File: src/rtl/tpumac_pkg.sv
// Shared widths, sum-width helper and saturation helper for the tpumac_pipe MAC cell.
package tpumac_pkg;

  localparam int unsigned BITS_AB_DEF = 8;
  localparam int unsigned BITS_C_DEF  = 16;
  localparam int unsigned LANES_DEF   = 1;
  localparam int unsigned SAT_W       = 64;

  typedef struct packed {
    logic             ovf;
    logic [SAT_W-1:0] val;
  } sat_t;

  // Exact width of a LANES-wide sum of BITS_AB x BITS_AB signed products.
  function automatic int unsigned sumw(input int unsigned bits_ab, input int unsigned lanes);
    return 2 * bits_ab + $clog2(lanes);
  endfunction

  // Clamp a signed value into the signed range of w bits; ovf flags a clamp.
  function automatic sat_t saturate(input logic signed [SAT_W-1:0] v, input int unsigned w);
    logic signed [SAT_W-1:0] hi;
    logic signed [SAT_W-1:0] lo;
    sat_t                    r;
    hi    = (64'sd1 <<< (w - 1)) - 64'sd1;
    lo    = -(64'sd1 <<< (w - 1));
    r.ovf = 1'b0;
    r.val = v;
    if (v > hi) begin
      r.ovf = 1'b1;
      r.val = hi;
    end else if (v < lo) begin
      r.ovf = 1'b1;
      r.val = lo;
    end
    return r;
  endfunction

endpackage

File: src/rtl/tpumac_dot.sv
// Combinational LANES-wide signed multiply-and-sum, exact to SUMW bits.
module tpumac_dot
  import tpumac_pkg::*;
#(
  parameter int unsigned BITS_AB = BITS_AB_DEF,
  parameter int unsigned LANES   = LANES_DEF,
  parameter int unsigned SUMW    = sumw(BITS_AB_DEF, LANES_DEF)
) (
  input  logic [LANES*BITS_AB-1:0] a_i,
  input  logic [LANES*BITS_AB-1:0] b_i,
  output logic signed [SUMW-1:0]   dot_o
);

  localparam int unsigned PW = 2 * BITS_AB;

  always_comb begin
    logic signed [BITS_AB-1:0] sa;
    logic signed [BITS_AB-1:0] sb;
    logic signed [PW-1:0]      prod;
    dot_o = '0;
    sa    = '0;
    sb    = '0;
    prod  = '0;
    for (int i = 0; i < int'(LANES); i++) begin
      sa    = a_i[i*BITS_AB +: BITS_AB];
      sb    = b_i[i*BITS_AB +: BITS_AB];
      prod  = PW'(sa) * PW'(sb);
      dot_o = dot_o + SUMW'(prod);
    end
  end

endmodule

File: src/rtl/tpumac_pipe.sv
// Systolic MAC cell: operand forwarding, one-stage product pipeline, loadable accumulator.
// Define TPUMAC_SAT_EN for saturating accumulation with a sticky ovf flag; default wraps.
module tpumac_pipe
  import tpumac_pkg::*;
#(
  parameter int unsigned BITS_AB = BITS_AB_DEF,
  parameter int unsigned BITS_C  = BITS_C_DEF,
  parameter int unsigned LANES   = LANES_DEF
) (
  input  logic                     clk,
  input  logic                     rst_n,
  input  logic                     en,
  input  logic                     clr,
  input  logic                     WrEn,
  input  logic [LANES*BITS_AB-1:0] Ain,
  input  logic [LANES*BITS_AB-1:0] Bin,
  input  logic [BITS_C-1:0]        Cin,
  output logic [LANES*BITS_AB-1:0] Aout,
  output logic [LANES*BITS_AB-1:0] Bout,
  output logic [BITS_C-1:0]        Cout,
  output logic                     ovf
);

  localparam int unsigned SUMW = sumw(BITS_AB, LANES);
  localparam int unsigned AW   = ((BITS_C > SUMW) ? BITS_C : SUMW) + 1;

  logic [LANES*BITS_AB-1:0] a_q, a_d, b_q, b_d;
  logic signed [SUMW-1:0]   p1_q, p1_d;
  logic                     vld_q, vld_d;
  logic signed [BITS_C-1:0] c_q, c_d;
  logic signed [SUMW-1:0]   dot;
  logic signed [AW-1:0]     acc_sum;
  logic signed [BITS_C-1:0] acc_next;
  logic                     acc_ovf;

  tpumac_dot #(.BITS_AB(BITS_AB), .LANES(LANES), .SUMW(SUMW)) u_dot (
    .a_i   (Ain),
    .b_i   (Bin),
    .dot_o (dot)
  );

  assign acc_sum = AW'(c_q) + AW'(p1_q);

`ifdef TPUMAC_SAT_EN
  sat_t sat;
  logic ovf_q, ovf_d;

  assign sat      = saturate(SAT_W'(acc_sum), BITS_C);
  assign acc_next = sat.val[BITS_C-1:0];
  assign acc_ovf  = sat.ovf;

  // Sticky: only clr or reset drop it; a load leaves it set.
  always_comb begin
    ovf_d = ovf_q;
    if (clr) begin
      ovf_d = 1'b0;
    end else if (!WrEn && en && vld_q && acc_ovf) begin
      ovf_d = 1'b1;
    end
  end

  always_ff @(posedge clk or negedge rst_n) begin
    if (!rst_n) ovf_q <= 1'b0;
    else        ovf_q <= ovf_d;
  end

  assign ovf = ovf_q;
`else
  assign acc_next = acc_sum[BITS_C-1:0];
  assign acc_ovf  = 1'b0;
  assign ovf      = 1'b0;
`endif

  // Priority clr > WrEn > accumulate; loads and clears ignore en.
  always_comb begin
    a_d   = a_q;
    b_d   = b_q;
    p1_d  = p1_q;
    vld_d = vld_q;
    c_d   = c_q;
    if (en) begin
      a_d = Ain;
      b_d = Bin;
    end
    if (clr) begin
      c_d   = '0;
      vld_d = 1'b0;
    end else if (WrEn) begin
      c_d = Cin;
      if (en) begin
        p1_d  = dot;
        vld_d = 1'b1;
      end else begin
        vld_d = 1'b0;
      end
    end else if (en) begin
      if (vld_q) c_d = acc_next;
      p1_d  = dot;
      vld_d = 1'b1;
    end
  end

  always_ff @(posedge clk or negedge rst_n) begin
    if (!rst_n) begin
      a_q   <= '0;
      b_q   <= '0;
      p1_q  <= '0;
      vld_q <= 1'b0;
      c_q   <= '0;
    end else begin
      a_q   <= a_d;
      b_q   <= b_d;
      p1_q  <= p1_d;
      vld_q <= vld_d;
      c_q   <= c_d;
    end
  end

  assign Aout = a_q;
  assign Bout = b_q;
  assign Cout = c_q;

endmodule

File: config.mk
export PLATFORM = sky130hd
export DESIGN_NAME = tpumac_pipe
export DESIGN_NICKNAME = d
export VERILOG_FILES = /design/src/rtl/tpumac_pkg.sv /design/src/rtl/tpumac_dot.sv /design/src/rtl/tpumac_pipe.sv
export SDC_FILE = /design/constraint.sdc
export NUM_CORES = 1
export LEC_CHECK = 0
export CAP_MARGIN = 20
export CORE_ASPECT_RATIO = 2
export CORE_MARGIN = 2
export CORE_UTILIZATION = 45
export CTS_CLUSTER_DIAMETER = 100
export DETAILED_ROUTE_END_ITERATION = 10
export PLACE_DENSITY_LB_ADDON = 0.2
export SYNTH_ARGS = -nofsm -noshare
export SYNTH_HDL_FRONTEND = slang
export SYNTH_SLANG_ARGS = --single-unit
File: constraint.sdc
create_clock -name clk -period 5.2 [get_ports clk]
set_input_delay 1.04 -clock clk [delete_from_list [all_inputs] [get_ports clk]]
set_output_delay 1.04 -clock clk [all_outputs]
set_load 0.03 [all_outputs]
Word level (Yosys, flattened, before mapping). Cells that the tools add are included.

Register bits: 49. Output and inout bits: 33. Logic and storage cells: 20.

$add $sub $neg: 1. $mul: 1. Mux-type cells: 8. Bitwise gates (word level): 1. Reduce and logical (&&, ||, !) cells: 4.

Operator list (count): $mux 16 (4); $add 16x16->16 (1); $mul 8x8->16 (1); $reduce_bool 3->1 (2); $mux 1 (4); $reduce_and 2->1 (2); $not 1->1 (1).

Depth between registers and ports, before layout. Gate-level depths: netlist of run 1.

Depth after elaboration: 5. Depth in mapped cells: 17. Mapped depth without buffers: 17.

Cells and area by module. From an unflattened synthesis of run 1, not the netlist that was laid out.

Cells, all modules: 541. Area total of the unflattened synthesis: 5212.5 um^2.

By module, submodules not included: tpumac_pipe (instances 1, cells each 252, area each 2668.8 um^2, seq. area each 1226.2 um^2); tpumac_dot (instances 1, cells each 289, area each 2543.7 um^2, seq. area each 0.0 um^2).

Worst setup path after synthesis of run 1. OpenSTA, ideal clock, no wires.

Path type: input-to-reg. Start point: in Ain[7]. End point: reg p1_q[13]. Library setup time: 125 ps. Data arrival time: 4659 ps. Data required time: 5075 ps. Setup slack: 416 ps. Stages on the path: 16. Path buffers: 0. Cell sequence: and2_1 > inv_1 > fa_1 > inv_1 > fa_1 > fa_1 > inv_1 > fa_1 > inv_1 > ha_1 > a21oi_1 > o211ai_1 > a21oi_1 > o21bai_1 > xor2_1 > mux2_2.

Cells in the longest elaborated chain, start to end: 1.

RTL lines: start: declaration (RTL line tpumac_pipe.sv:15) `input logic [LANES*BITS_AB-1:0] Ain,`; $mul 8x8->16 (RTL line tpumac_dot.sv:27) `prod = PW'(sa) * PW'(sb);`; end signal: assignment (RTL line tpumac_pipe.sv:113) `p1_q <= p1_d;`; end: declaration (RTL line tpumac_pipe.sv:28) `logic signed [SUMW-1:0] p1_q, p1_d;`.

No other way between the ends. A chain may end at the register's enable or synchronous reset.

Final worst setup path of run 1.
Start point: in Bin[3]. End point: reg p1_q[13].

Cells in the longest elaborated chain, start to end: 1.

RTL lines: start: declaration (RTL line tpumac_pipe.sv:16) `input logic [LANES*BITS_AB-1:0] Bin,`; $mul 8x8->16 (RTL line tpumac_dot.sv:27).

No other way between the ends.

==> results.ini, run 1 <==
[floorplan]
pin_count=70
chipHeight_um=157
core_area_um2=11400
rows=55
chipWidth_um=80.5
initial_utilization_pct=46.4
die_area_um2=12600

[worst_setup_path]
worst_r2r_endpoint=Cout[14]
worstPathCellList=clkdlybuf4s50_1, and2_1, inv_1, fa_1, inv_1, fa_1, fa_1, inv_1, fa_1, inv_1, ha_4, a21oi_2, o211ai_1, a21oi_2, o21bai_1, xor2_1, mux2_2
r2r_cell_count=7
rr_startpoint=Cout[8]
worstPathBufferInverterCount=5
crit_path_max_incr_delay_ns=0.54
highest_fanout_seen_on_the_critical_path=3
regToRegSetupSlack_ns=2.74
timing.critical_path.to_type=flip-flop
critPathArrivalTime_ns=5.25
worstSetupStartpointType=primary input
critical_path_required_ns=5.38
crit_family=adder cells
timing.setup.critical_path_class=primary input to flip-flop
slowest_stage=sky130_fd_sc_hd__fa_1

[layout]
antenna_cells_inserted=0
postLayoutCoreUtil_pct=58.7
layout-area-overhead-vs-synth_pct=26.7
layout.nets=792
layout-drive-gt1-share_pct=16.6
finalInstanceArea_um2=6670
stdcell_count=798

[place]
dpl_cell_area_um2=6440
placed_cells_incl_taps=789
detailedPlacementHpwl_um=9990
place_worst_setup_slack_ns=-0.453
globalplace.congestion=0.894
port_buffers=68

[timing]
worst_hold_slack_ns=0.486
grt_setup_unrepaired=true
finalHoldViolations=0
final_worst_setup_slack_ns=0.132
timing.max_slew.rel_slack_pct=40.0
fin_skew_ns=0.00748
clock.fmax_mhz=197
finalWorstPathRequiredPeriod_ns=5.07
slew_viol_final=0
setup_total_negative_slack_ns=0
finalSetupViolations=0
finalCritPeriodShare_pct=97.5
timing_worst_slew_pin_value_ns=0.900

[logic_synthesis]
mappedNetlistArea_um2=5260
postSynthRegisterBits=49
post-synth-top-count-cell=sky130_fd_sc_hd__inv_1
yosysWarnings=0
netlist.top_cell.by_area=sky130_fd_sc_hd__dfrtp_1
number_of_flops_mapped_to_enable_cells_by_yosys=0
syn_inst=542
synth-seq-area-share_pct=23.3
synth.net_count=679
yosys-top-cells-area=sky130_fd_sc_hd__dfrtp_1, sky130_fd_sc_hd__fa_1, sky130_fd_sc_hd__ha_1
synthDistinctLibCells=52
synth-main-ff-cell=sky130_fd_sc_hd__dfrtp_1
synth.top_cells.by_count=sky130_fd_sc_hd__inv_1, sky130_fd_sc_hd__fa_1, sky130_fd_sc_hd__dfrtp_1
synth-async-reset-ratio_pct=100
synth_area_per_cell_um2=9.71
yosysTopAreaCellShare_pct=23.3

[clock_network]
cts-root-to-sink-buffers=2
tritoncts=yes
clkSlewWorstSetupHoldPaths_ns=0.07
tritoncts_num_sinks=49
htree_num_levels=2
post_cts_hold_buffer_count=0
number_of_buffers_created_by_cts=5
clk_latency_ns=0.30
cts.root.buffer_cell=sky130_fd_sc_hd__clkbuf_16

[min_path]
worstHoldEndpoint=p1_q[8]
hold_start=p1_q[8]
worstHoldPathType=flip-flop to flip-flop
hold_depth=2

[global_route]
first_pass_grt_wire_length_um=20300
grt_antenna_before_repair=0
largest_net_degree_at_the_start_of_global_routing=50
grt_pass1_vias=4483
grt.total_usage_pct=20.4
globalRouteOverflowTotal=0

[power_and_ir_drop]
total_leakage_power_nw=3.19
vdd_drop_max_mv=0.261
power.density_cell_area_nw_per_um2=465
finalPower_mw=3.10

[detailed_routing]
wirelength_um=12100
topRoutingLayerUsed=met4
post-route-drc-count=0
drt_iter0_drc=113
routed-wl-met3_um=300
final_antenna_net_count=0
first_pass_iters=4
post_drt_wl_per_cell_um=15.1
wl_met2_um=7180
met1_length_um=4290
via_count=4126
drt-vias-per-instance=5.17

[status]
run_status=finished clean

[run]
max_cap_violations=0

[metal layers]
metal,vias to the layer above,track usage (%)
li1,2003,-
met1,2026,19.5
met2,72,42.3
met3,25,1.89
met4,0,7.75
met5,-,0
[worst max path at each step]
| stage | slack (ns) | cells past startpoint | from | endpoint |
|---|---|---|---|---|
| 2_1_floorplan | 0.42 | 16 | Ain[7] | p1_q[13] |
| 3_3_place_gp | -0.35 | 17 | Ain[7] | p1_q[14] |
| 3_5_place_dp | -0.45 | 17 | Ain[7] | p1_q[13] |
| 4_1_cts | 0.03 | 15 | Ain[5] | p1_q[13] |
| 5_1_grt | -0.06 | 17 | Bin[3] | p1_q[13] |
| 6_report | 0.13 | 17 | Bin[3] | p1_q[13] |
[cell usage in the layout, fill, tap and decap left out, types with 3 or more instances in the layout]
cell	n
sky130_fd_sc_hd__o21bai_1	4
sky130_fd_sc_hd__a21oi_1	12
sky130_fd_sc_hd__a22oi_1	8
sky130_fd_sc_hd__nand2b_1	6
sky130_fd_sc_hd__dlygate4sd2_1	4
sky130_fd_sc_hd__a211oi_2	3
sky130_fd_sc_hd__a21o_1	6
sky130_fd_sc_hd__mux2_2	23
sky130_fd_sc_hd__and2_1	42
sky130_fd_sc_hd__a31oi_1	5
sky130_fd_sc_hd__o31ai_1	3
sky130_fd_sc_hd__buf_4	52
sky130_fd_sc_hd__clkdlybuf4s50_1	59
sky130_fd_sc_hd__dfrtp_1	49
sky130_fd_sc_hd__a22o_1	4
sky130_fd_sc_hd__nand2_1	37
sky130_fd_sc_hd__nor2_1	13
sky130_fd_sc_hd__nand4_1	3
sky130_fd_sc_hd__dlymetal6s2s_1	4
sky130_fd_sc_hd__o21ai_1	18
sky130_fd_sc_hd__clkbuf_16	5
sky130_fd_sc_hd__nand3_1	3
sky130_fd_sc_hd__a21oi_2	6
sky130_fd_sc_hd__fa_1	56
sky130_fd_sc_hd__nor3_1	6
sky130_fd_sc_hd__nor2b_1	6
sky130_fd_sc_hd__o21ai_0	16
sky130_fd_sc_hd__ha_1	42
sky130_fd_sc_hd__a211o_1	3
sky130_fd_sc_hd__xor2_1	12
sky130_fd_sc_hd__xnor2_1	15
sky130_fd_sc_hd__inv_1	93
sky130_fd_sc_hd__a211oi_1	4
[final cells by class]
class                      instances  area [µm²]
timing repair buffer             121        1090
multi-input combinational        385        3670
inverter                          93         349
tap                              142         178
clock buffer                       6         139
clock inverter                     2        16.3
sequential                        49        1230
fill                            1038        4690
[sequential cells by signal, indices dropped and copies added (netlist names)]
signal  cells
Cout       16
p1_q       16
vld_q       1
Bout        8
Aout        8
[worst register-to-register path, cell delays in order (launching register included)]
cell and delay (ns):
sky130_fd_sc_hd__dfrtp_1 0.41, sky130_fd_sc_hd__ha_1 0.48, sky130_fd_sc_hd__and4_4 0.33, sky130_fd_sc_hd__nand4_1 0.18, sky130_fd_sc_hd__a211oi_1 0.61, sky130_fd_sc_hd__a2111oi_2 0.08, sky130_fd_sc_hd__xor2_1 0.17, sky130_fd_sc_hd__o21ai_1 0.14
[what timing repair did]
| item | 4_1_cts | 5_1_grt |
|---|---|---|
| resized for setup | 5 | 13 |
| gates cloned | 0 | 0 |
| pin swaps | 0 | 8 |
| endpoints found under the setup margin | 4 | 6 |
| buffers inserted | 0 | 1 |
[cell families (layout without fill, tap and decap cells)]
family          count (synthesis)  in the layout  share of synthesized area, %
other cells                     1              1                        0.0712
mux                            25             25                          5.30
fa+ha+maj                     100            100                          31.8
xor+xnor                       27             27                          4.49
buf+inv                       108            222                          8.20
compound gates                108            108                          14.4
simple gates                  124            124                          12.5
flops                          49             49                          23.3
[power by group]
group          total (mW)  leakage [nW]  switching, mW  internal, mW
Clock               0.354        0.0735          0.160         0.194
Combinational        2.19          2.51           1.15          1.04
Sequential          0.553         0.604         0.0700         0.483
No activity file was read; power rests on OpenSTA's default activity.
==> run 2: changes to the inputs <==
--- a/config.mk
+++ b/config.mk
@@ -11,7 +11,9 @@
 export CORE_UTILIZATION = 45
 export CTS_CLUSTER_DIAMETER = 100
 export DETAILED_ROUTE_END_ITERATION = 10
+export GPL_ROUTABILITY_DRIVEN = 0
 export PLACE_DENSITY_LB_ADDON = 0.2
 export SYNTH_ARGS = -nofsm -noshare
 export SYNTH_HDL_FRONTEND = slang
+export SYNTH_HIERARCHICAL = 1
 export SYNTH_SLANG_ARGS = --single-unit
==> run 2 against run 1 <==
Setup slack gained 0.052 ns. Via count grew 1.6%. Sequential share of layout area shrank 0.25 points. Global-route usage grew 0.76 points. Total power shrank 5.4%. Sequential power shrank 6.5%. Clock skew shrank 0.0025 ns. Clock-buffer cell count is the same. Clock power shrank 3%. Core utilization grew 1.2 points. Critical path type unchanged.
==> results.ini, run 2 <==
[status]
run_status=finished clean

[worst_setup_path]
critPathArrivalTime_ns=5.19  ; -0.06 ns
crit_end=p1_q[14]
setup.worst_path.start=Bin[2]
timing.critical_path.to_type=flip-flop
slowest_stage=sky130_fd_sc_hd__fa_1
regToRegSetupSlack_ns=2.65  ; -0.09 ns
worstPathCellList=dlygate4sd2_1, buf_4, nand2_1, inv_1, fa_1, inv_2, fa_1, inv_1, fa_1, inv_1, fa_1, inv_1, ha_4, nor2_1, nor4b_4, o21ai_1, xor2_1, mux2_2
highest_fanout_seen_on_the_critical_path=3  ; unchanged
worst_r2r_endpoint=Cout[10]
critical_path_required_ns=5.38  ; about the same
rr_startpoint=Cout[0]
r2r_cell_count=8  ; +1
timing.setup.critical_path_class=primary input to flip-flop
worstSetupStartpointType=primary input
crit_path_max_incr_delay_ns=0.56  ; +0.02 ns

[floorplan]
chipWidth_um=80.1  ; -0.47%
core_area_um2=11300  ; -0.61%
initial_utilization_pct=46.2  ; -0.17 points
pin_count=70  ; unchanged
rows=55  ; unchanged
chipHeight_um=156  ; -0.47%
die_area_um2=12500  ; -0.94%

[logic_synthesis]
synth-seq-area-share_pct=23.5  ; +0.23 points
mappedNetlistArea_um2=5210  ; -0.97%
yosysTopAreaCellShare_pct=23.5  ; +0.23 points
syn_inst=541  ; -0.18%
yosys-top-cells-area=sky130_fd_sc_hd__dfrtp_1, sky130_fd_sc_hd__fa_1, sky130_fd_sc_hd__ha_1
number_of_flops_mapped_to_enable_cells_by_yosys=0  ; unchanged
post-synth-top-count-cell=sky130_fd_sc_hd__inv_1
postSynthRegisterBits=49  ; unchanged
synth_area_per_cell_um2=9.63  ; -0.79%
synth.net_count=678  ; -0.15%
synth.top_cells.by_count=sky130_fd_sc_hd__inv_1, sky130_fd_sc_hd__fa_1, sky130_fd_sc_hd__dfrtp_1
yosysWarnings=6  ; +6
synthDistinctLibCells=49  ; -5.8%
netlist.top_cell.by_area=sky130_fd_sc_hd__dfrtp_1
synth-async-reset-ratio_pct=100  ; unchanged
synth-main-ff-cell=sky130_fd_sc_hd__dfrtp_1

[power_and_ir_drop]
power.switching_fraction_pct=42.1  ; -2.6 points
clkPwrFrac_pct=11.7  ; +0.3 points
power.density_cell_area_nw_per_um2=434  ; -6.7%
vdd_drop_max_mv=0.238  ; -8.7%
total_leakage_power_nw=3.24  ; +1.5%
p_switching_mw=1.23  ; -11%
power.combinational.fraction_pct=70.7  ; about the same
seqPwrFrac_pct=17.6  ; -0.2 points
p_int_mw=1.70  ; -0.99%

[detailed_routing]
post-route-drc-count=0  ; unchanged
wirelength_um=12400  ; +2.9%
via_count=4191  ; +1.6%
drt_iter0_drc=91  ; -19%
drt-vias-per-instance=5.17  ; about the same
first_pass_iters=4  ; unchanged
final_antenna_net_count=0  ; unchanged
post_drt_wl_per_cell_um=15.3  ; +1.3%

[timing]
timing_worst_slew_pin_value_ns=0.659  ; -0.241 ns
setup_total_negative_slack_ns=0  ; unchanged
fin_skew_ns=0.00494  ; -0.00254 ns
finalSetupViolations=0  ; unchanged
slew_viol_final=0  ; unchanged
finalCritPeriodShare_pct=96.5  ; -1.0 points
clock.fmax_mhz=199  ; +1.0%
timing.max_slew.rel_slack_pct=56.0  ; +16 points
finalHoldViolations=0  ; unchanged
finalWorstPathRequiredPeriod_ns=5.02  ; -0.0521 ns
final_worst_setup_slack_ns=0.184  ; +0.0521 ns

[layout]
most_frequent_cells_in_the_layout=sky130_fd_sc_hd__inv_1, sky130_fd_sc_hd__buf_4, sky130_fd_sc_hd__fa_1
finalInstanceArea_um2=6760  ; +1.4%
antenna_cells_inserted=0  ; unchanged
layout-area-overhead-vs-synth_pct=29.7
postLayoutCoreUtil_pct=59.9  ; +1.2 points
layout.nets=805  ; +1.6%
final_common_cell=sky130_fd_sc_hd__inv_1
layout-drive-gt1-share_pct=19.3  ; +2.7 points

[clock_network]
tritoncts_num_sinks=49  ; unchanged
htree_num_levels=2  ; unchanged
cts.root.buffer_cell=sky130_fd_sc_hd__clkbuf_16
clk_latency_ns=0.29  ; about the same
clkSlewWorstSetupHoldPaths_ns=0.07  ; about the same
cts-root-to-sink-buffers=2  ; unchanged
post_cts_hold_buffer_count=0  ; unchanged
tritoncts=yes
number_of_buffers_created_by_cts=5  ; unchanged

[min_path]
worstHoldPathType=flip-flop to flip-flop
hold_depth=1  ; -1

[global_route]
largest_net_degree_at_the_start_of_global_routing=50  ; unchanged
first_pass_grt_wire_length_um=20800  ; +2.5%
grt_pass1_vias=4595  ; +2.5%
globalRouteOverflowTotal=0  ; unchanged
grt_antenna_before_repair=0  ; unchanged
grt.total_usage_pct=21.2  ; +0.76 points

[place]
detailedPlacementHpwl_um=10100  ; +1.6%
port_buffers=68  ; unchanged
dpl_cell_area_um2=6430  ; -0.21%
place_worst_setup_slack_ns=-0.483  ; -0.0301 ns

[run]
max_cap_violations=0  ; unchanged

==> run 2: worst min-delay path by stage <==
| stage | from | to |
|---|---|---|
| 2_1_floorplan | p1_q[0] | p1_q[0] |
| 3_3_place_gp | Bout[0] | Bout[0] |
| 3_5_place_dp | Bout[7] | Bout[7] |
| 4_1_cts | p1_q[10] | p1_q[10] |
| 5_1_grt | Aout[7] | Aout[7] |
| 6_report | p1_q[10] | p1_q[10] |
==> run 2: power groups by stage <==
stage	sequential (mW)	combinational, mW	clock [mW]
after detailed placement	0.525	1.91	0
after CTS	0.518	2.02	0.353
after global routing	0.528	2.32	0.368
final	0.517	2.07	0.343
after floorplan	0.555	1.30	0
after global placement	0.520	1.84	0
==> run 2: logic make-up after synthesis <==
group | after synthesis | share of synthesized area (%)
DFF | 49 | 23.5
other | 1 | 0.0719
muxes | 34 | 7.32
AOI/OAI and AO/OA | 84 | 10.3
buffers and inverters | 106 | 7.80
adders and majority gates | 100 | 32.1
xor gates and xnor gates | 28 | 4.70
and+or+nand+nor | 139 | 14.2
==> run 2: timing repair <==
item / 4_1_cts / 5_1_grt
pin swaps: 12 / 11
endpoints found under the setup margin: 5 / 7
setup buffers: 3 / 5
gates cloned: 1 / 0
gates resized for setup: 25 / 13
==> run 2: worst max-delay path: cells and delay by family <==
family	cells	cell delay (ns)
and+or+nand+nor	3	0.56
adders and majority gates	5	2.31
AOI/OAI and AO/OA	1	0.11
xor gates and xnor gates	1	0.14
buffers and inverters	7	0.78
muxes	1	0.26
==> run 2: final cells by class <==
cell class,count,area [µm²]
clock buffers,6,139
clock inverters,2,13.8
fillers,1006,4530
inverters,93,349
multi-input cells,386,3680
flip-flops and latches,49,1230
well taps,142,178
repair buffers,133,1170
==> run 2: metrics by stage <==
stage | power (mW) | cells | hold slack, ns
floorplan | 1.85 | 541 | 0.485
global placement | 2.36 | 794 | 0.492
detailed placement | 2.44 | 794 | 0.499
CTS | 2.89 | 806 | 0.517
global route | 3.22 | 811 | 0.531
finish | 2.93 | 811 | 0.511
==> run 2: metal layers <==
metal	track usage (%)	wire length, µm
met1	20.6	4270
met2	43.3	7410
met3	2.14	362
met4	7.99	394
met5	0	0
